===== config.mk =====
export PLATFORM = sky130hd
export DESIGN_NAME = brick_field_vga_flat
export DESIGN_NICKNAME = d
export VERILOG_FILES = /design/src/rtl/brick_field_pkg.sv /design/src/rtl/brick_field_vga_if.sv /design/src/rtl/brick_grid_locator.sv /design/src/rtl/brick_field_vga.sv /design/src/flat_wrapper.sv
export SDC_FILE = /design/constraint.sdc
export NUM_CORES = 1
export LEC_CHECK = 0
export CORE_UTILIZATION = 60
export CTS_CLUSTER_DIAMETER = 40
export DETAILED_ROUTE_END_ITERATION = 10
export PLACE_DENSITY_LB_ADDON = 0.05
export SYNTH_ARGS = -nofsm -noshare
export SYNTH_HDL_FRONTEND = slang
export SYNTH_SLANG_ARGS = --single-unit

===== constraint.sdc =====
create_clock -name CLK_25MH -period 11.3 [get_ports CLK_25MH]
set_input_delay 1.695 -clock CLK_25MH [delete_from_list [all_inputs] [get_ports CLK_25MH]]
set_output_delay 1.695 -clock CLK_25MH [all_outputs]
set_load 0.005 [all_outputs]

===== src/rtl/brick_field_pkg.sv =====
// brick_field_pkg: shared timing constants, pixel type
// and brick indexing for the brick field renderer.
package brick_field_pkg;

  localparam int VGA_H_ACTIVE = 640;
  localparam int VGA_H_FP     = 16;
  localparam int VGA_H_SYNC   = 96;
  localparam int VGA_H_BP     = 48;
  localparam int VGA_V_ACTIVE = 480;
  localparam int VGA_V_FP     = 10;
  localparam int VGA_V_SYNC   = 2;
  localparam int VGA_V_BP     = 33;

  typedef logic [2:0] rgb3_t;

  localparam logic [14:0] DEF_ROW_COLORS =
    15'b011_100_111_110_010;

  function automatic int brick_idx(
    input int row,
    input int col,
    input int cols
  );
    return row * cols + col;
  endfunction

endpackage


===== src/rtl/brick_field_vga_if.sv =====
// brick_field_vga_if: erase request handshake between
// game logic (master) and the renderer (slave).
interface brick_field_vga_if #(
  parameter int IDXW = 5
);

  logic            erase_valid;
  logic [IDXW-1:0] erase_pos;
  logic            erase_ack;
  logic            erase_hit;

  modport master (
    output erase_valid, erase_pos,
    input  erase_ack, erase_hit
  );

  modport slave (
    input  erase_valid, erase_pos,
    output erase_ack, erase_hit
  );

endinterface


===== src/rtl/brick_grid_locator.sv =====
// brick_grid_locator: tracks brick row/col for the current
// counters with segment counters instead of dividers.
module brick_grid_locator
  import brick_field_pkg::*;
#(
  parameter int H_TOT   = 800,
  parameter int ROWS    = 5,
  parameter int COLS    = 5,
  parameter int BRICK_W = 80,
  parameter int BRICK_H = 30,
  parameter int SPACE_X = 40,
  parameter int SPACE_Y = 20,
  parameter int FIRST_Y = 40,
  localparam int RW = $clog2(ROWS + 1),
  localparam int CW = $clog2(COLS + 1)
) (
  input  logic          CLK_25MH,
  input  logic          reset_n,
  input  logic [9:0]    hcount,
  input  logic [9:0]    vcount,
  output logic          in_brick,
  output logic [RW-1:0] row,
  output logic [CW-1:0] col
);

  logic [10:0]   hoff_q, hoff, hoff_n;
  logic [10:0]   voff_q, voff, voff_n;
  logic          hon_q, hon, hon_n;
  logic          von_q, von, von_n;
  logic [CW-1:0] col_q, col_n;
  logic [RW-1:0] row_q, row_n;
  logic [10:0]   vgap;

  // State registers hold the segment for the current count;
  // a zero count forces the leading-gap state.
  always_comb begin
    hoff = hoff_q;
    hon  = hon_q;
    col  = col_q;
    if (hcount == '0) begin
      hoff = '0;
      hon  = 1'b0;
      col  = '0;
    end
    hoff_n = hoff + 11'd1;
    hon_n  = hon;
    col_n  = col;
    if (!hon && hoff == 11'(SPACE_X - 1)) begin
      hoff_n = '0;
      hon_n  = 1'b1;
    end else if (hon && hoff == 11'(BRICK_W - 1)) begin
      hoff_n = '0;
      hon_n  = 1'b0;
      if (col != CW'(COLS))
        col_n = col + CW'(1);
    end
  end

  always_comb begin
    voff = voff_q;
    von  = von_q;
    row  = row_q;
    if (vcount == '0) begin
      voff = '0;
      von  = 1'b0;
      row  = '0;
    end
    vgap   = (row == '0) ? 11'(FIRST_Y) : 11'(SPACE_Y);
    voff_n = voff + 11'd1;
    von_n  = von;
    row_n  = row;
    if (!von && voff == vgap - 11'd1) begin
      voff_n = '0;
      von_n  = 1'b1;
    end else if (von && voff == 11'(BRICK_H - 1)) begin
      voff_n = '0;
      von_n  = 1'b0;
      if (row != RW'(ROWS))
        row_n = row + RW'(1);
    end
  end

  assign in_brick = hon && von &&
                    col < CW'(COLS) &&
                    row < RW'(ROWS);

  always_ff @(posedge CLK_25MH or negedge reset_n) begin
    if (!reset_n) begin
      hoff_q <= '0;
      hon_q  <= 1'b0;
      col_q  <= '0;
      voff_q <= '0;
      von_q  <= 1'b0;
      row_q  <= '0;
    end else begin
      hoff_q <= hoff_n;
      hon_q  <= hon_n;
      col_q  <= col_n;
      if (hcount == 10'(H_TOT - 1)) begin
        voff_q <= voff_n;
        von_q  <= von_n;
        row_q  <= row_n;
      end
    end
  end

endmodule


===== src/rtl/brick_field_vga.sv =====
// brick_field_vga: VGA timing plus brick field, ball and
// paddle renderer with a vblank-synchronised brick mask.
module brick_field_vga
  import brick_field_pkg::*;
#(
  parameter int H_ACTIVE  = VGA_H_ACTIVE,
  parameter int H_FP      = VGA_H_FP,
  parameter int H_SYNC    = VGA_H_SYNC,
  parameter int H_BP      = VGA_H_BP,
  parameter int V_ACTIVE  = VGA_V_ACTIVE,
  parameter int V_FP      = VGA_V_FP,
  parameter int V_SYNC    = VGA_V_SYNC,
  parameter int V_BP      = VGA_V_BP,
  parameter int ROWS      = 5,
  parameter int COLS      = 5,
  parameter int BRICK_W   = 80,
  parameter int BRICK_H   = 30,
  parameter int SPACE_X   = 40,
  parameter int SPACE_Y   = 20,
  parameter int FIRST_Y   = 40,
  parameter logic [3*ROWS-1:0] ROW_COLORS = DEF_ROW_COLORS,
  parameter int BALL_SIZE = 8,
  parameter int PADDLE_Y  = 440,
  parameter int PADDLE_H  = 10,
  parameter int PADDLE_W  = 100,
  parameter rgb3_t PADDLE_RGB = 3'b001,
  parameter rgb3_t BALL_RGB   = 3'b101,
  localparam int NB   = ROWS * COLS,
  localparam int IDXW = $clog2(NB)
) (
  input  logic            CLK_25MH,
  input  logic            reset_n,
  input  logic            restart,
  input  logic [9:0]      ball_x,
  input  logic [9:0]      ball_y,
  input  logic [9:0]      paddle_pos,
  brick_field_vga_if.slave ers,
  output logic [9:0]      hor_count,
  output logic [9:0]      ver_count,
  output logic            frame_start,
  output logic [IDXW:0]   bricks_left,
  output logic            all_clear,
  output rgb3_t           RGB,
  output logic            hsync,
  output logic            vsync
);

  localparam int H_TOT = H_ACTIVE + H_FP + H_SYNC + H_BP;
  localparam int V_TOT = V_ACTIVE + V_FP + V_SYNC + V_BP;
  localparam int RW = $clog2(ROWS + 1);
  localparam int CW = $clog2(COLS + 1);
  localparam logic [10:0] HS_ON  = 11'(H_ACTIVE + H_FP);
  localparam logic [10:0] HS_OFF = 11'(H_ACTIVE + H_FP + H_SYNC);
  localparam logic [10:0] VS_ON  = 11'(V_ACTIVE + V_FP);
  localparam logic [10:0] VS_OFF = 11'(V_ACTIVE + V_FP + V_SYNC);
  localparam logic [IDXW:0] NB_CNT = (IDXW + 1)'(NB);

  if (COLS * (BRICK_W + SPACE_X) + SPACE_X > H_ACTIVE) begin : g_bad
    $error("brick field wider than active area");
  end

  logic h_end, v_end, vblank_in;
  assign h_end     = hor_count == 10'(H_TOT - 1);
  assign v_end     = ver_count == 10'(V_TOT - 1);
  assign vblank_in = h_end && ver_count == 10'(V_ACTIVE - 1);

  always_ff @(posedge CLK_25MH or negedge reset_n) begin
    if (!reset_n) begin
      hor_count   <= '0;
      ver_count   <= '0;
      frame_start <= 1'b0;
    end else begin
      frame_start <= h_end && v_end;
      if (h_end) begin
        hor_count <= '0;
        ver_count <= v_end ? '0 : ver_count + 10'd1;
      end else begin
        hor_count <= hor_count + 10'd1;
      end
    end
  end

  logic          in_brick;
  logic [RW-1:0] row;
  logic [CW-1:0] col;

  brick_grid_locator #(
    .H_TOT  (H_TOT),
    .ROWS   (ROWS),
    .COLS   (COLS),
    .BRICK_W(BRICK_W),
    .BRICK_H(BRICK_H),
    .SPACE_X(SPACE_X),
    .SPACE_Y(SPACE_Y),
    .FIRST_Y(FIRST_Y)
  ) u_loc (
    .CLK_25MH(CLK_25MH),
    .reset_n (reset_n),
    .hcount  (hor_count),
    .vcount  (ver_count),
    .in_brick(in_brick),
    .row     (row),
    .col     (col)
  );

  logic [NB-1:0]   live_mask, disp_mask;
  logic [IDXW-1:0] idx;
  logic            pos_ok, live_hit;

  assign idx = IDXW'(brick_idx(int'(row), int'(col), COLS));
  assign pos_ok = {1'b0, ers.erase_pos} < NB_CNT;
  assign live_hit = pos_ok && live_mask[ers.erase_pos];

  // restart overrides both masks, so it also wins over erase
  always_ff @(posedge CLK_25MH or negedge reset_n) begin
    if (!reset_n) begin
      live_mask     <= '1;
      disp_mask     <= '1;
      bricks_left   <= NB_CNT;
      ers.erase_ack <= 1'b0;
      ers.erase_hit <= 1'b0;
    end else begin
      ers.erase_ack <= ers.erase_valid;
      ers.erase_hit <= 1'b0;
      if (vblank_in)
        disp_mask <= live_mask;
      if (restart) begin
        live_mask   <= '1;
        disp_mask   <= '1;
        bricks_left <= NB_CNT;
      end else if (ers.erase_valid && live_hit) begin
        ers.erase_hit           <= 1'b1;
        live_mask[ers.erase_pos] <= 1'b0;
        bricks_left             <= bricks_left - 1'b1;
      end
    end
  end

  assign all_clear = bricks_left == '0;

  logic [10:0] hx, vy, bx, by, px;
  logic        active, on_pad, on_ball, on_brick;
  rgb3_t       brick_rgb, pix;

  assign hx = {1'b0, hor_count};
  assign vy = {1'b0, ver_count};
  assign bx = {1'b0, ball_x};
  assign by = {1'b0, ball_y};
  assign px = {1'b0, paddle_pos};

  assign active = hx < 11'(H_ACTIVE) && vy < 11'(V_ACTIVE);
  assign on_pad = vy > 11'(PADDLE_Y) &&
                  vy < 11'(PADDLE_Y + PADDLE_H) &&
                  hx > px && hx < px + 11'(PADDLE_W);
  assign on_ball = hx >= bx && hx < bx + 11'(BALL_SIZE) &&
                   vy >= by && vy < by + 11'(BALL_SIZE);
  assign on_brick = in_brick && disp_mask[idx];
  assign brick_rgb = ROW_COLORS[3*int'(row) +: 3];

  always_comb begin
    pix = '0;
    if (active) begin
      if (on_pad)
        pix = PADDLE_RGB;
      else if (on_ball)
        pix = BALL_RGB;
      else if (on_brick)
        pix = brick_rgb;
    end
  end

  always_ff @(posedge CLK_25MH or negedge reset_n) begin
    if (!reset_n) begin
      RGB   <= '0;
      hsync <= 1'b1;
      vsync <= 1'b1;
    end else begin
      RGB   <= pix;
      hsync <= !(hx >= HS_ON && hx < HS_OFF);
      vsync <= !(vy >= VS_ON && vy < VS_OFF);
    end
  end

endmodule


===== src/flat_wrapper.sv =====
// flat-port wrapper written by rule: the top's interface ports become plain ports
module brick_field_vga_flat import brick_field_pkg::*;
#(
  parameter int H_ACTIVE  = VGA_H_ACTIVE,
  parameter int H_FP      = VGA_H_FP,
  parameter int H_SYNC    = VGA_H_SYNC,
  parameter int H_BP      = VGA_H_BP,
  parameter int V_ACTIVE  = VGA_V_ACTIVE,
  parameter int V_FP      = VGA_V_FP,
  parameter int V_SYNC    = VGA_V_SYNC,
  parameter int V_BP      = VGA_V_BP,
  parameter int ROWS      = 5,
  parameter int COLS      = 5,
  parameter int BRICK_W   = 80,
  parameter int BRICK_H   = 30,
  parameter int SPACE_X   = 40,
  parameter int SPACE_Y   = 20,
  parameter int FIRST_Y   = 40,
  parameter logic [3*ROWS-1:0] ROW_COLORS = DEF_ROW_COLORS,
  parameter int BALL_SIZE = 8,
  parameter int PADDLE_Y  = 440,
  parameter int PADDLE_H  = 10,
  parameter int PADDLE_W  = 100,
  parameter rgb3_t PADDLE_RGB = 3'b001,
  parameter rgb3_t BALL_RGB   = 3'b101,
  localparam int NB   = ROWS * COLS,
  localparam int IDXW = $clog2(NB)
)
  (CLK_25MH, reset_n, restart, ball_x, ball_y, paddle_pos, hor_count, ver_count, frame_start, bricks_left, all_clear, RGB, hsync, vsync, ers_erase_valid, ers_erase_pos, ers_erase_ack, ers_erase_hit);
  brick_field_vga_if #(.IDXW(5)) ers_i ();
  input  logic CLK_25MH;
  input  logic reset_n;
  input  logic restart;
  input  logic [9:0] ball_x;
  input  logic [9:0] ball_y;
  input  logic [9:0] paddle_pos;
  output logic [9:0] hor_count;
  output logic [9:0] ver_count;
  output logic frame_start;
  output logic [IDXW:0] bricks_left;
  output logic all_clear;
  output rgb3_t RGB;
  output logic hsync;
  output logic vsync;
  input wire logic [$bits(ers_i.erase_valid)-1:0] ers_erase_valid;
  input wire logic [$bits(ers_i.erase_pos)-1:0] ers_erase_pos;
  output wire logic [$bits(ers_i.erase_ack)-1:0] ers_erase_ack;
  output wire logic [$bits(ers_i.erase_hit)-1:0] ers_erase_hit;
  assign ers_i.erase_valid = ers_erase_valid;
  assign ers_i.erase_pos = ers_erase_pos;
  assign ers_erase_ack = ers_i.erase_ack;
  assign ers_erase_hit = ers_i.erase_hit;
  brick_field_vga #(.H_ACTIVE(H_ACTIVE), .H_FP(H_FP), .H_SYNC(H_SYNC), .H_BP(H_BP), .V_ACTIVE(V_ACTIVE), .V_FP(V_FP), .V_SYNC(V_SYNC), .V_BP(V_BP), .ROWS(ROWS), .COLS(COLS), .BRICK_W(BRICK_W), .BRICK_H(BRICK_H), .SPACE_X(SPACE_X), .SPACE_Y(SPACE_Y), .FIRST_Y(FIRST_Y), .ROW_COLORS(ROW_COLORS), .BALL_SIZE(BALL_SIZE), .PADDLE_Y(PADDLE_Y), .PADDLE_H(PADDLE_H), .PADDLE_W(PADDLE_W), .PADDLE_RGB(PADDLE_RGB), .BALL_RGB(BALL_RGB)) u_core (.CLK_25MH(CLK_25MH), .reset_n(reset_n), .restart(restart), .ball_x(ball_x), .ball_y(ball_y), .paddle_pos(paddle_pos), .ers(ers_i), .hor_count(hor_count), .ver_count(ver_count), .frame_start(frame_start), .bricks_left(bricks_left), .all_clear(all_clear), .RGB(RGB), .hsync(hsync), .vsync(vsync));
endmodule

# Yosys cells after proc, flatten, opt, wreduce, memory -nomap -nowiden
# Index checks and enable logic that the tools add are counted.
word_totals:
  elab_cells: 136
  regBits: 114
  output_inout_bits: 35
op_classes:
  eq_ne: 9
  n_lt_le_gt_ge: 20
  multipliers: 2
  shift: 1
  add_sub_neg: 12
  n_bitwise: 2
  muxes: 41
  reduce_logical: 32
op_table:
  columns: ["operator", "n"]
  rows:
  - ["25-bit 2-to-1 mux", 4]
  - ["11-bit 2-to-1 mux", 6]
  - ["3-bit 2-to-1 mux", 12]
  - ["10-bit by 11-bit less-than comparator with 1-bit output", 3]
  - ["15-bit by 32-bit variable part select with 3-bit output, first input constant", 1]
  - ["10-bit by 9-bit less-than comparator with 1-bit output, second input constant", 3]
  - ["25-bit AND", 1]
  - ["25-bit NOT", 1]
  - ["10-bit by 4-bit adder with 11-bit output, second input constant", 2]
  - ["11-bit by 1-bit adder with 11-bit output, second input constant", 2]
  - ["1-bit logical AND", 22]
  - ["10-bit by 1-bit adder with 10-bit output, second input constant", 2]
  - ["10-bit equality test, second input constant", 2]
  - ["10-bit >= comparator", 2]
  - ["10-bit zero test", 2]
  - ["10-bit less-than comparator, second input constant", 2]
  - ["10-bit 2-to-1 mux", 2]
  - ["6-bit 2-to-1 mux", 3]
  - ["5-bit by 6-bit less-than comparator with 1-bit output, second input constant", 2]
  - ["10-bit by 7-bit adder with 11-bit output, second input constant", 1]
  - ["11-bit equality test", 1]
  - ["11-bit by 5-bit equality test with 1-bit output, second input constant", 1]
  - ["11-bit by 6-bit equality test with 1-bit output, second input constant", 1]
  - ["11-bit by 7-bit equality test with 1-bit output, second input constant", 1]
  - ["other kinds (22)", 40]

# Depth between registers and ports, before layout
# Gate-level depths: netlist of run 1.
logic_depth:
  ltp_word: 11
  ltp_mapped: 19

# Modules after synthesis
# A second synthesis of run 1 with hierarchy kept.
hier_totals:
  cells_unflattened: 845
  hier_area_um2: 7973.9
modules_own_cells:
  columns: ["mod", "cells_per_inst", "n_inst", "area_each_um2"]
  rows:
  - ["brick_field_vga", 621, 1, 6034.5]
  - ["brick_grid_locator", 224, 1, 1939.4]

# Least setup slack after synthesis of run 1
# OpenSTA, ideal clock, no wires.
synth_path:
  kind: "register to register"
  from: "register u_core.ver_count[1]"
  to: "register u_core.RGB[1]"
  path_buffers: 2
  required_ns: 11.180
  period_less_slack_ns: 4.007
  path_stages_with_launch: 16
  setup_slack_ns: 7.293
  arrival_time_ns: 3.887
  path_cell_list: "dfrtp_1 inv_1 ha_1 nor4b_2 and3_1 clkbuf_1 nor2_1 ha_1 ha_1 fa_1 clkbuf_1 mux2_2 o311ai_0 o21ai_0 o2111a_1 and4_1"
synth_between:
  elab_chain_cells: 11
  word_cells_on_any_way: 29
synth_rtl:
  columns: ["element", "line", "source"]
  rows:
  - ["from (decl)", "brick_field_vga.sv:39", "output logic [9:0] ver_count,"]
  - ["from (signal assigned)", "brick_field_vga.sv:76", "ver_count <= v_end ? '0 : ver_count + 10'd1;"]
  - ["10-bit zero test", "brick_grid_locator.sv:63", "if (vcount == '0) begin"]
  - ["3-bit 2-to-1 mux", "brick_grid_locator.sv:63", null]
  - ["3-bit by 3-bit multiplier with 5-bit output", "brick_field_pkg.sv:24", "return row * cols + col;"]
  - ["5-bit by 4-bit adder with 5-bit output", "brick_field_pkg.sv:24", null]
  - ["1-bit binary-select mux with 5-bit select", "brick_field_vga.sv:157", "assign on_brick = in_brick && disp_mask[idx];"]
  - ["1-bit 2-to-1 mux (not written as such)", "brick_field_vga.sv:157", null]
  - ["1-bit logical AND", "brick_field_vga.sv:157", null]
  - ["3-bit 2-to-1 mux", "brick_field_vga.sv:167", "else if (on_brick)"]
  - ["3-bit 2-to-1 mux", "brick_field_vga.sv:165", "else if (on_ball)"]
  - ["3-bit 2-to-1 mux", "brick_field_vga.sv:163", "if (on_pad)"]
  - ["3-bit 2-to-1 mux *", "brick_field_vga.sv:162", "if (active) begin"]
  - ["via u_core.pix[1]", "brick_field_vga.sv:143", "rgb3_t brick_rgb, pix;"]
  - ["to (signal assigned)", "brick_field_vga.sv:178", "RGB <= pix;"]
  - ["to (decl)", "brick_field_vga.sv:43", "output rgb3_t RGB,"]
# Mark *: on every way through the listed nets, which the timed path passes. The rest lies on a longest branch. The select of a mux whose other input is x is not followed.
# A chain may end at the register's enable or synchronous reset.

# Final worst setup path of run 1
layout_path:
  from: "register u_core.hor_count[0]"
  to: "register u_core.RGB[2]"
layout_between:
  elab_chain_cells: 10
  word_cells_on_any_way: 26
layout_rtl:
  columns: ["element", "line", "source"]
  rows:
  - ["from (decl)", "brick_field_vga.sv:38", "output logic [9:0] hor_count,"]
  - ["from (signal assigned)", "brick_field_vga.sv:78", "hor_count <= hor_count + 10'd1;"]
  - ["10-bit zero test", "brick_grid_locator.sv:40", "if (hcount == '0) begin"]
  - ["3-bit 2-to-1 mux or 1-bit 2-to-1 mux (tied branches)", "brick_grid_locator.sv:40", null]
  - ["5-bit by 4-bit adder with 5-bit output, or another cell as far along", "brick_field_pkg.sv:24", null]
  - ["1-bit binary-select mux with 5-bit select or 1-bit logical AND (tied branches)", "brick_field_vga.sv:157, brick_grid_locator.sv:83", null]
  - ["1-bit 2-to-1 mux (not written as such) or 1-bit logical AND (tied branches)", "brick_field_vga.sv:157, brick_grid_locator.sv:84", null]
  - ["1-bit logical AND", "brick_field_vga.sv:157", null]
  - ["3-bit 2-to-1 mux", "brick_field_vga.sv:167", null]
  - ["3-bit 2-to-1 mux", "brick_field_vga.sv:165", null]
  - ["3-bit 2-to-1 mux", "brick_field_vga.sv:163", null]
  - ["3-bit 2-to-1 mux *", "brick_field_vga.sv:162", null]
  - ["via u_core.pix[2]", "brick_field_vga.sv:143", null]
# Marked as above.

==> summary.txt, run 1 <==
GRT
  • Global-route wire length before repair: 28.85 mm
  • Initial antenna violation count: 0
  • Total congestion overflow: 0
  • Vias in the first global route: about 6200
  • Pin count of the biggest net entering global routing: 78
  • Gr usage total: 0.2791

STA
  • Final worst path period need: 4.510 ns
  • Final Hold Fails: 0
  • Final Max Slew Viols: 0
  • Fmax: 221.7 MHz
  • Hold slack: 0.5040 ns
  • RSZ-0062 raised after global routing: false
  • Rel. slew slack: 0.3196
  • Setup Total Neg Slack: 0 ns
  • Tcrit/Tclk final: 0.3991
  • Setup violators final: 0
  • Slew @ Worst Pin: 1.021 ns
  • Setup Skew: 0.009715 ns

CTS
  • CTS tree: yes
  • Clk root buf: clkbuf_16
  • Clock transition at path regs: 0.05 ns
  • CTS H-tree lvls: 4
  • TritonCTS buffer count: 17
  • Clock Latency Late Sink: about 0.41 ns
  • Clock Path Buffers: 2
  • Post-CTS setup buffers: 0
  • Post-CTS Hold Fix Bufs: 0
  • Sink Count: 114
  • # resized after CTS: 0

Final layout
  • Final nets: 961
  • Fin cells: 1030
  • Synth-to-Final Area Change: 19.01%
  • Share of cells above drive strength 1: 0.1195
  • Antenna cells: 0

Worst setup path
  • Flop2flop setup slack: roughly 6.8 ns
  • CP Data Arrival Time: 4.78 ns
  • CP Capture Type: flip-flop
  • CP required: 11.57 ns
  • Crit start category: flip-flop
  • Top fanout value on the critical path: 11
  • Crit Path Category: reg -> reg

Drt
  • Post-route DRC violation count: 0
  • Vias per std cell: slightly above 6
  • Drt first pass iters: 5
  • WL/cell: 16.49 um
  • Antenna Violating Nets Remaining: 0
  • Routed WL: roughly 17 mm
  • Initial DRC count: 370
  • Vias: 6215

Floorplan
  • Die Area: roughly 13000 sq um
  • Row count: 40
  • Starting Density: 0.6245
  • Die X: 114.5 um
  • # IOs: 74
  • Core Footprint: 12160 sq um
  • Height of the die: 114.5 um

Synth
  • Synth Area in Compound Gates: 0.1445
  • Post-synth EDFFs: 0
  • Simple-Gate Fraction of Synth Area: 0.1962
  • Cells after Synth: between 700 and 800
  • Syn Std Cell Area: 7595 sq um
  • Seq/Total Area, Yosys: 0.3847
  • Synth top area share: 0.1944
  • Post-synthesis adder-cell area fraction: 0.1213
  • Top cells by area, synth: dfrtp_1, dfstp_2, ha_1
  • Main flop type after synthesis: dfrtp_1
  • Distinct cells, synth: 64
  • Post-Syn Nets: approximately 900
  • Leading area contributor after synthesis: dfrtp_1
  • Synth async-reset ratio: 1.000
  • Post-synthesis xor/xnor area fraction: 0.06112
  • Synth Register Bits: 114
  • Syn. warnings: 0
  • Mux share of post-synthesis cell area: 0.04580
  • Largest family of logic cells by synthesized area: simple AND/OR/NAND/NOR gates
  • Mapped Avg Cell Area: 9.650 sq um

Pwr
  • Leak: 3.844 nW
  • Peak supply drop: 0.1074 mV
  • Pwr dens: approximately 120 nW/um^2
  • Pwr Total: 0.001049 W

Run status
  • Outcome: complete, no violations

Placement
  • I/O Buffers: 73
  • Dpl cells: 998
  • Post-DP HPWL: roughly 12 mm
  • Routability Congestion: 0.8561

Min path
  • Hold WC Path Type: reg -> reg

Flow run
  • Max-cap violations: 0
==> cells in the final DEF, fill, tap and decap left out, drive strengths merged, types with 3 or more instances in the layout <==
cell type and n:
a211o 26, a211oi 4, a21o 14, a21oi 25
a31oi 6, and2 8, and3 13, and4 5
buf 4, clkbuf 26, clkdlybuf4s50 71, clkinv 3
dfrtp 59, dfstp 55, ha 72, inv 57
mux2i 4, mux4 12, nand2 53, nand2b 13
nand3 32, nand3b 4, nand4 16, nand4b 3
nor2 54, nor2b 34, nor3 15, nor3b 4
nor4 6, nor4b 5, o21ai 50, o22a 9
o22ai 4, o32a 3, or3 5, or4 3
xnor2 36, xor2 17
==> per-stage QoR <==
step                        util  instance area (sq um)  setup WS [ns]
final                     0.7432                   9039          6.790
after detailed placement  0.6907                   8401          6.534
after CTS                 0.7432                   9039          6.822
after floorplan                -                   7595          7.293
after global routing      0.7432                   9039          6.496
after global placement    0.6907                   8401          6.569
==> final cells by class <==
type / count / area, sq um
fillers: 874 / 3123
well taps: 168 / 210.2
flip-flops and latches: 114 / 2922
multi-input cells: 585 / 4320
clock inverters: 6 / 85.08
clock buffers: 26 / 553.0
inverters: 56 / 210.2
repair buffers: 75 / 738.2
==> where the power goes <==
part	total (W)	leakage (nW)	switching [W]	internal, W
logic	0.0000733	2.16	0.0000398	0.0000335
clock network	0.000561	0.316	0.000180	0.000381
registers	0.000415	1.37	0.00000227	0.000413
==> logic make-up (layout without fill, tap and decap cells) <==
family,count (synthesis),count (layout)
xor gates and xnor gates,53,53
AOI/OAI and AO/OA,162,162
muxes,18,18
buffers and inverters,88,163
DFF,114,114
adders and majority gates,73,73
and+or+nand+nor,279,279
==> per-layer routing <==
layer | track usage | wire, um
met4 | 0.1281 | 503
met1 | 0.3404 | 7236
met2 | 0.4857 | 8492
met3 | 0.04553 | 749
met5 | 0 | 0
==> cells in the mapped netlist, drive strengths merged (8+ instances only) <==
cell and number:
a211o 26, a21o 14, a21oi 25, and2 8, and3 13, buf 10, clkbuf 22, dfrtp 59
dfstp 55, ha 72, inv 56, mux4 12, nand2 53, nand2b 13, nand3 32, nand4 16
nor2 54, nor2b 34, nor3 15, o21ai 50, o22a 9, xnor2 36, xor2 17
==> worst max-delay path, stage by stage (launching register included) <==
cell and delay, ns:
dfrtp_1 0.43, inv_1 0.13, ha_1 0.15, nor3b_1 0.26, nand4_1 0.45, nand2_1 0.25, inv_1 0.10, ha_1 0.28
ha_1 0.23, fa_1 0.77, mux2_2 0.38, o311ai_0 0.30, o21ai_0 0.16, o2111a_1 0.30, nand3_1 0.10, a21oi_1 0.07
==> flip-flops by register name, indices dropped and copies added, names as in the netlist <==
| register | count |
|---|---|
| u_core.u_loc.col_q | 3 |
| u_core.hor_count | 10 |
| u_core.ers.erase_ack | 1 |
| u_core.u_loc.row_q | 3 |
| u_core.ver_count | 10 |
| u_core.u_loc.von_q | 1 |
| u_core.u_loc.hoff_q | 11 |
| u_core.ers.erase_hit | 1 |
| u_core.RGB | 3 |
| u_core.vsync | 1 |
| u_core.u_loc.hon_q | 1 |
| u_core.bricks_left | 6 |
| u_core.frame_start | 1 |
| u_core.u_loc.voff_q | 11 |
| u_core.disp_mask | 25 |
| u_core.hsync | 1 |
| u_core.live_mask | 25 |
==> worst paths after layout <==
| path | startpoint | to | cells past startpoint |
|---|---|---|---|
| max | u_core.hor_count[0]$_DFF_PN0_ | u_core.RGB[2]$_DFF_PN0_ | 15 |
| max reg2reg | u_core.hor_count[0]$_DFF_PN0_ | u_core.RGB[2]$_DFF_PN0_ | 15 |
| min in group asynchronous | reset_n | u_core.bricks_left[5]$_DFFE_PN0P_ | 1 |
| min reg2reg | u_core.live_mask[19]$_DFFE_PN1P_ | u_core.live_mask[19]$_DFFE_PN1P_ | 2 |
| max in group asynchronous | reset_n | u_core.u_loc.voff_q[7]$_DFFE_PN0N_ | 2 |
| min | u_core.live_mask[19]$_DFFE_PN1P_ | u_core.live_mask[19]$_DFFE_PN1P_ | 2 |
(Power assumes the default switching activity.)
==> run 2, diff against run 1 <==
- CORE_UTILIZATION: 60 -> 58
- clock period: 11.3 -> 4.3 ns (I/O delays scaled with it)
==> run 2 against run 1 <==
Clock skew increased by 0.0020 ns. Clock power increased by 150%. Routed wire length increased by 1.4%. Sequential cell count unchanged. Hold slack got worse by 0.14 ns. Non-clock buffer count increased by 10. Setup slack got worse by 6.5 ns. Global-route usage decreased by 0.78 points.
==> summary.txt, run 2 (synthesis results as in run 1) <==
CTS
  • Post-CTS setup buffers: 0 (unchanged)
  • CTS tree: yes (unchanged)
  • Clock Latency Late Sink: 0.41 ns (about the same)
  • # resized after CTS: 0 (unchanged)
  • Sink Count: 114 (unchanged)
  • Post-CTS Hold Fix Bufs: 0 (unchanged)
  • CTS H-tree lvls: 4 (unchanged)
  • Clock transition at path regs: 0.06 ns (was 0.05 ns)
  • TritonCTS buffer count: 17 (unchanged)
  • Clk root buf: clkbuf_16 (unchanged)
  • Clock Path Buffers: 2 (unchanged)

Placement
  • I/O Buffers: 73 (unchanged)
  • Placed Area: 8481 sq um (was 8401 sq um)
  • Pre-CTS setup slack: 0.2972 ns (was 6.534 ns)
  • Dpl cells: 1012 (was 998)
  • Post-DP HPWL: 12.52 mm (was 12.03 mm)
  • Routability Congestion: 0.8690 (was 0.8561)

Floorplan
  • # IOs: 74 (unchanged)
  • Row count: 41 (was 40)
  • Die X: 116.4 um (was 114.5 um)
  • Starting Density: 0.5994 (was 0.6245)
  • Die Area: 13560 sq um (was 13110 sq um)
  • Height of the die: 116.4 um (was 114.5 um)
  • Core Footprint: 12670 sq um (was 12160 sq um)

Pwr
  • Pwr dens: 293.7 nW/um^2 (was 116.1 nW/um^2)
  • Peak supply drop: 0.2182 mV (was 0.1074 mV)
  • Leak: 3.865 nW (was 3.844 nW)

GRT
  • Vias in the first global route: 5947 (was 6192)
  • Pin count of the biggest net entering global routing: 76 (was 78)
  • Total congestion overflow: 0 (unchanged)
  • Initial antenna violation count: 0 (unchanged)
  • Global-route wire length before repair: 28.39 mm (was 28.85 mm)
  • Gr usage total: 0.2713 (was 0.2791)

Worst setup path
  • Critical path origin: u_core.ver_count[1]$_DFFE_PN0N_ (was u_core.hor_count[0]$_DFF_PN0_)
  • Reg-to-reg startpoint: u_core.ver_count[1]$_DFFE_PN0N_ (was u_core.hor_count[0]$_DFF_PN0_)
  • CP Capture Point: u_core.RGB[0]$_DFF_PN0_ (was u_core.RGB[2]$_DFF_PN0_)
  • Crit Path Category: reg -> reg (unchanged)
  • CP Capture Type: flip-flop (unchanged)
  • CP Data Arrival Time: 4.30 ns (was 4.78 ns)
  • Crit start category: flip-flop (unchanged)
  • FF-to-FF End: u_core.RGB[0]$_DFF_PN0_ (was u_core.RGB[2]$_DFF_PN0_)
  • Flop2flop setup slack: 0.28 ns (was 6.79 ns)
  • Top fanout value on the critical path: 9 (was 11)
  • CP required: 4.58 ns (was 11.57 ns)
  • Reg2Reg Depth: 15 (unchanged)

Final layout
  • Most frequent cells in the layout: ha_1, clkdlybuf4s50_1, dfrtp_1, inv_1, dfstp_2 (unchanged)
  • Fin cells: 1044 (was 1030)
  • Share of cells above drive strength 1: 0.1330 (was 0.1195)
  • Final instance area: 9072 sq um (was 9039 sq um)
  • Synth-to-Final Area Change: 19.46% (was 19.01%)
  • Most common cell after layout, fill and taps aside: ha_1 (unchanged)
  • Antenna cells: 0 (unchanged)
  • Fillers: 979 (was 874)
  • Final nets: 971 (was 961)
  • Top Registers: u_core.disp_mask (25), u_core.live_mask (25) (unchanged)
  • Util after Layout: 0.7160 (was 0.7432)

Drt
  • Antenna Violating Nets Remaining: 0 (unchanged)
  • Vias per std cell: 5.886 (was 6.034)
  • WL/cell: 16.49 um (about the same)
  • Vias: 6145 (was 6215)
  • Drt first pass iters: 5 (unchanged)
  • Initial DRC count: 327 (was 370)
  • Post-route DRC violation count: 0 (unchanged)
  • Routed WL: 17.22 mm (was 16.98 mm)

STA
  • Final Max Slew Viols: 0 (unchanged)
  • Setup Skew: 0.01176 ns (was 0.009715 ns)
  • Final Hold Fails: 0 (unchanged)
  • Fmax: 248.9 MHz (was 221.7 MHz)
  • RSZ-0062 raised after global routing: false (unchanged)
  • Slew @ Worst Pin: 1.020 ns (was 1.021 ns)
  • Tcrit/Tclk final: 0.9345 (was 0.3991)
  • Rel. slew slack: 0.3201 (was 0.3196)
  • Setup Total Neg Slack: 0 ns (unchanged)
  • Setup violators final: 0 (unchanged)
  • Final WS setup: 0.2816 ns (was 6.790 ns)
  • Final worst path period need: 4.018 ns (was 4.510 ns)

Run status
  • Outcome: complete, no violations (unchanged)

Flow run
  • Max-cap violations: 0 (unchanged)

Min path
  • Hold WC Path Type: in -> async (was reg -> reg)
## run 2: power breakdown
part | switching (W) | internal, W | total, W
combinational | 0.000105 | 0.0000891 | 0.000195
clock | 0.000496 | 0.000883 | 0.00138
sequential | 0.00000575 | 0.00109 | 0.00109
## run 2: area by class of cell
class | count | area [sq um] | area share
Inverter | 56 | 210.2 | 0.02317
Tap cell | 172 | 215.2 | 0.02372
Multi-Input combinational cell | 585 | 4322 | 0.4763
Sequential cell | 114 | 2922 | 0.3220
Timing Repair Buffer | 85 | 813.3 | 0.08964
Clock inverter | 12 | 133.9 | 0.01476
Clock buffer | 20 | 456.7 | 0.05034
## run 2: worst min-delay path by stage
stage / from / to / cells past startpoint
final: reset_n / u_core.bricks_left[5]$_DFFE_PN0P_ / 1
after global routing: reset_n / u_core.bricks_left[5]$_DFFE_PN0P_ / 1
after CTS: reset_n / u_core.bricks_left[5]$_DFFE_PN0P_ / 1
after detailed placement: u_core.live_mask[3]$_DFFE_PN1P_ / u_core.live_mask[3]$_DFFE_PN1P_ / 2
after global placement: u_core.live_mask[11]$_DFFE_PN1P_ / u_core.live_mask[11]$_DFFE_PN1P_ / 2
after floorplan: reset_n / u_core.RGB[0]$_DFF_PN0_ / 0
## run 2: metrics by stage
step | total power (W) | hold slack, ns
final | 0.002664 | 0.3625
after global routing | 0.002763 | 0.4520
after CTS | 0.002689 | 0.4050
after detailed placement | 0.001302 | 0.4886
after global placement | 0.001295 | 0.4882
after floorplan | 0.001207 | 0.3494
## run 2: worst max-delay path, stage by stage, from the launching register on
cell     delay [ns]
dfrtp_1        0.47
inv_1          0.11
ha_1           0.16
nor4b_2        0.37
and3_2         0.36
nor2_1         0.07
ha_1           0.30
ha_1           0.23
fa_1           0.52
buf_4          0.17
mux4_2         0.30
mux2_2         0.27
o22ai_1        0.17
o21ai_0        0.16
nand4_1        0.13
o21ai_0        0.09
## run 2: metal layers
layer	GRT usage	share of wire	wire length (um)
met2	0.4718	0.51	8710
met5	0	0	0
met1	0.3419	0.44	7596
met3	0.04878	0.037	631
met4	0.08974	0.016	278
==> run 3, diff against run 2 <==
- ABC_AREA: not set -> 0
- PLACE_DENSITY: not set -> 0.81
- PLACE_DENSITY_LB_ADDON: 0.05 -> not set
==> run 3 against run 2 <==
Sequential power barely moved. Setup slack improved by 0.042 ns. Critical path type unchanged. Core utilization increased by 0.39 points. Routed wire length up 6.7%. Via count grew 1.6%. Design area grew 0.54%.
==> summary.txt, run 3 (synthesis results as in run 1) <==
Worst setup path
  • Top fanout value on the critical path: 9 (unchanged)
  • FF-to-FF End: u_core.RGB[0]$_DFF_PN0_ (unchanged)
  • Flop2flop setup slack: 0.32 ns (was 0.28 ns)
  • Reg-to-reg startpoint: u_core.ver_count[1]$_DFFE_PN0N_ (unchanged)
  • CP Data Arrival Time: 4.25 ns (was 4.30 ns)
  • CP required: 4.57 ns (was 4.58 ns)
  • CP Capture Point: u_core.RGB[0]$_DFF_PN0_ (unchanged)
  • Crit start category: flip-flop (unchanged)
  • Reg2Reg Depth: 15 (unchanged)
  • CP Capture Type: flip-flop (unchanged)
  • Crit Path Category: reg -> reg (unchanged)
  • Critical path origin: u_core.ver_count[1]$_DFFE_PN0N_ (unchanged)

Final layout
  • Final nets: 974 (was 971)
  • Synth-to-Final Area Change: 20.10% (was 19.46%)
  • Most common cell after layout, fill and taps aside: ha_1 (unchanged)
  • Top Registers: u_core.disp_mask (25), u_core.live_mask (25) (unchanged)
  • Util after Layout: 0.7199 (was 0.7160)
  • Share of cells above drive strength 1: 0.1360 (was 0.1330)
  • Fillers: 906 (was 979)
  • Antenna cells: 0 (unchanged)
  • Most frequent cells in the layout: ha_1, clkdlybuf4s50_1, dfrtp_1, inv_1, dfstp_2 (unchanged)

Pwr
  • Int Power: 0.002093 W (was 0.002057 W)
  • Psw: 0.0006330 W (was 0.0006076 W)
  • Combinational power share: 0.072 (was 0.073)
  • Pwr Total: 0.002726 W (was 0.002664 W)
  • Sw Share: 0.2322 (was 0.2280)
  • Share of power burned in registers: 0.400 (was 0.409)
  • Peak supply drop: 0.3687 mV (was 0.2182 mV)
  • Clock Power Share: 0.528 (was 0.518)
  • Leak: 3.895 nW (was 3.865 nW)
  • Pwr dens: 298.8 nW/um^2 (was 293.7 nW/um^2)

Drt
  • WL/cell: 17.54 um (was 16.49 um)
  • Initial DRC count: 393 (was 327)
  • Post-route DRC violation count: 0 (unchanged)
  • Vias: 6246 (was 6145)
  • Vias per std cell: 5.966 (was 5.886)
  • Drt first pass iters: 4 (was 5)
  • Antenna Violating Nets Remaining: 0 (unchanged)
  • Routed WL: 18.37 mm (was 17.22 mm)

CTS
  • TritonCTS buffer count: 17 (unchanged)
  • Sink Count: 114 (unchanged)
  • Post-CTS Hold Fix Bufs: 0 (unchanged)
  • Post-CTS setup buffers: 0 (unchanged)
  • Clock Path Buffers: 2 (unchanged)
  • CTS H-tree lvls: 4 (unchanged)
  • CTS tree: yes (unchanged)
  • Clock transition at path regs: 0.06 ns (about the same)
  • Clk root buf: clkbuf_16 (unchanged)
  • Clock Latency Late Sink: 0.41 ns (about the same)

Floorplan
  • Die X: 116.4 um (unchanged)
  • Die Area: 13560 sq um (unchanged)
  • Height of the die: 116.4 um (unchanged)
  • Row count: 41 (unchanged)
  • Starting Density: 0.5994 (unchanged)
  • # IOs: 74 (unchanged)
  • Core Footprint: 12670 sq um (unchanged)

GRT
  • Initial antenna violation count: 0 (unchanged)
  • Gr usage total: 0.2882 (was 0.2713)
  • Total congestion overflow: 0 (unchanged)
  • Vias in the first global route: 6254 (was 5947)
  • Pin count of the biggest net entering global routing: 73 (was 76)
  • Global-route wire length before repair: 30.08 mm (was 28.39 mm)

STA
  • Final worst path period need: 3.976 ns (was 4.018 ns)
  • Final Hold Fails: 0 (unchanged)
  • Final Max Slew Viols: 0 (unchanged)
  • Tcrit/Tclk final: 0.9247 (was 0.9345)
  • Rel. slew slack: 0.3225 (was 0.3201)
  • Fmax: 251.5 MHz (was 248.9 MHz)
  • Slew @ Worst Pin: 1.016 ns (was 1.020 ns)
  • Hold slack: 0.3543 ns (was 0.3625 ns)
  • RSZ-0062 raised after global routing: false (unchanged)
  • Setup Skew: 0.01114 ns (was 0.01176 ns)
  • Setup Total Neg Slack: 0 ns (unchanged)
  • Setup violators final: 0 (unchanged)

Placement
  • Routability Congestion: 0.8357 (was 0.8690)
  • Post-DP HPWL: 12.96 mm (was 12.52 mm)
  • I/O Buffers: 73 (unchanged)

Min path
  • Hold WC Path Type: in -> async (unchanged)

Run status
  • Outcome: complete, no violations (unchanged)

Flow run
  • Max-cap violations: 0 (unchanged)
-- run 3: cell types whose count changed in the layout (fill, tap and decap cells not counted), sizes merged --
cell	change
buf	+3
bufinv	+1
inv	+4
clkbuf	-2
clkinv	-4
clkinvlp	+1
-- run 3: how the worst min path moves through the flow --
stage / end / slack (ns) / from
2_1_floorplan: u_core.RGB[0]$_DFF_PN0_ / 0.35 / reset_n
3_3_place_gp: u_core.live_mask[3]$_DFFE_PN1P_ / 0.49 / u_core.live_mask[3]$_DFFE_PN1P_
4_1_cts: u_core.bricks_left[2]$_DFFE_PN0P_ / 0.39 / reset_n
5_1_grt: u_core.bricks_left[2]$_DFFE_PN0P_ / 0.42 / reset_n
6_report: u_core.bricks_left[2]$_DFFE_PN0P_ / 0.35 / reset_n
3_5_place_dp: u_core.live_mask[19]$_DFFE_PN1P_ / 0.49 / u_core.live_mask[19]$_DFFE_PN1P_
-- run 3: metal layers --
metal	share of wire	vias to the layer above	GRT usage
met5	0	-	0
met4	0.022	0	0.1077
met3	0.042	39	0.04826
met2	0.51	168	0.5093
met1	0.42	3053	0.3531
li1	-	2986	-
-- run 3: metrics by stage --
step,setup WS (ns),std cells,area [sq um]
floorplan,0.2926,787,7595
global placement,0.4589,1015,8503
detailed placement,0.2910,1015,8503
CTS,0.2103,1047,9111
global route,0.06508,1047,9121
finish,0.3240,1047,9121
-- run 3: layout make-up --
class,count,area [sq um],area share
Inverter,56,210.2,0.02305
Clock buffer,18,429.2,0.04705
Clock inverter,14,178.9,0.01962
Multi-Input combinational cell,585,4330,0.4748
Sequential cell,114,2922,0.3203
Timing Repair Buffer,88,835.8,0.09163
Tap cell,172,215.2,0.02359
-- run 3: worst max-delay path, cell delays in order (launching register included) --
cell     delay [ns]
dfrtp_1        0.48
inv_1          0.12
ha_1           0.17
nor4b_4        0.29
and3_2         0.34
nor2_1         0.07
ha_1           0.30
ha_1           0.23
fa_1           0.53
buf_4          0.18
mux4_2         0.29
mux2_2         0.28
o22ai_1        0.16
o21ai_0        0.17
nand4_1        0.13
o21ai_0        0.10
-- run 3: power groups by stage --
stage / clock [W] / sequential, W / combinational [W]
6_report: 0.00144 / 0.00109 / 0.000195
5_1_grt: 0.00151 / 0.00109 / 0.000221
4_1_cts: 0.00146 / 0.00109 / 0.000197
3_5_place_dp: 0 / 0.00111 / 0.000195
3_3_place_gp: 0 / 0.00111 / 0.000187
2_1_floorplan: 0 / 0.00111 / 0.000101
-- run 3: repair_timing --
action                                  4_1_cts  5_1_grt
hold endpoints to repair                      0        0
resized for setup                             0        2
endpoints found under the setup margin        0        3
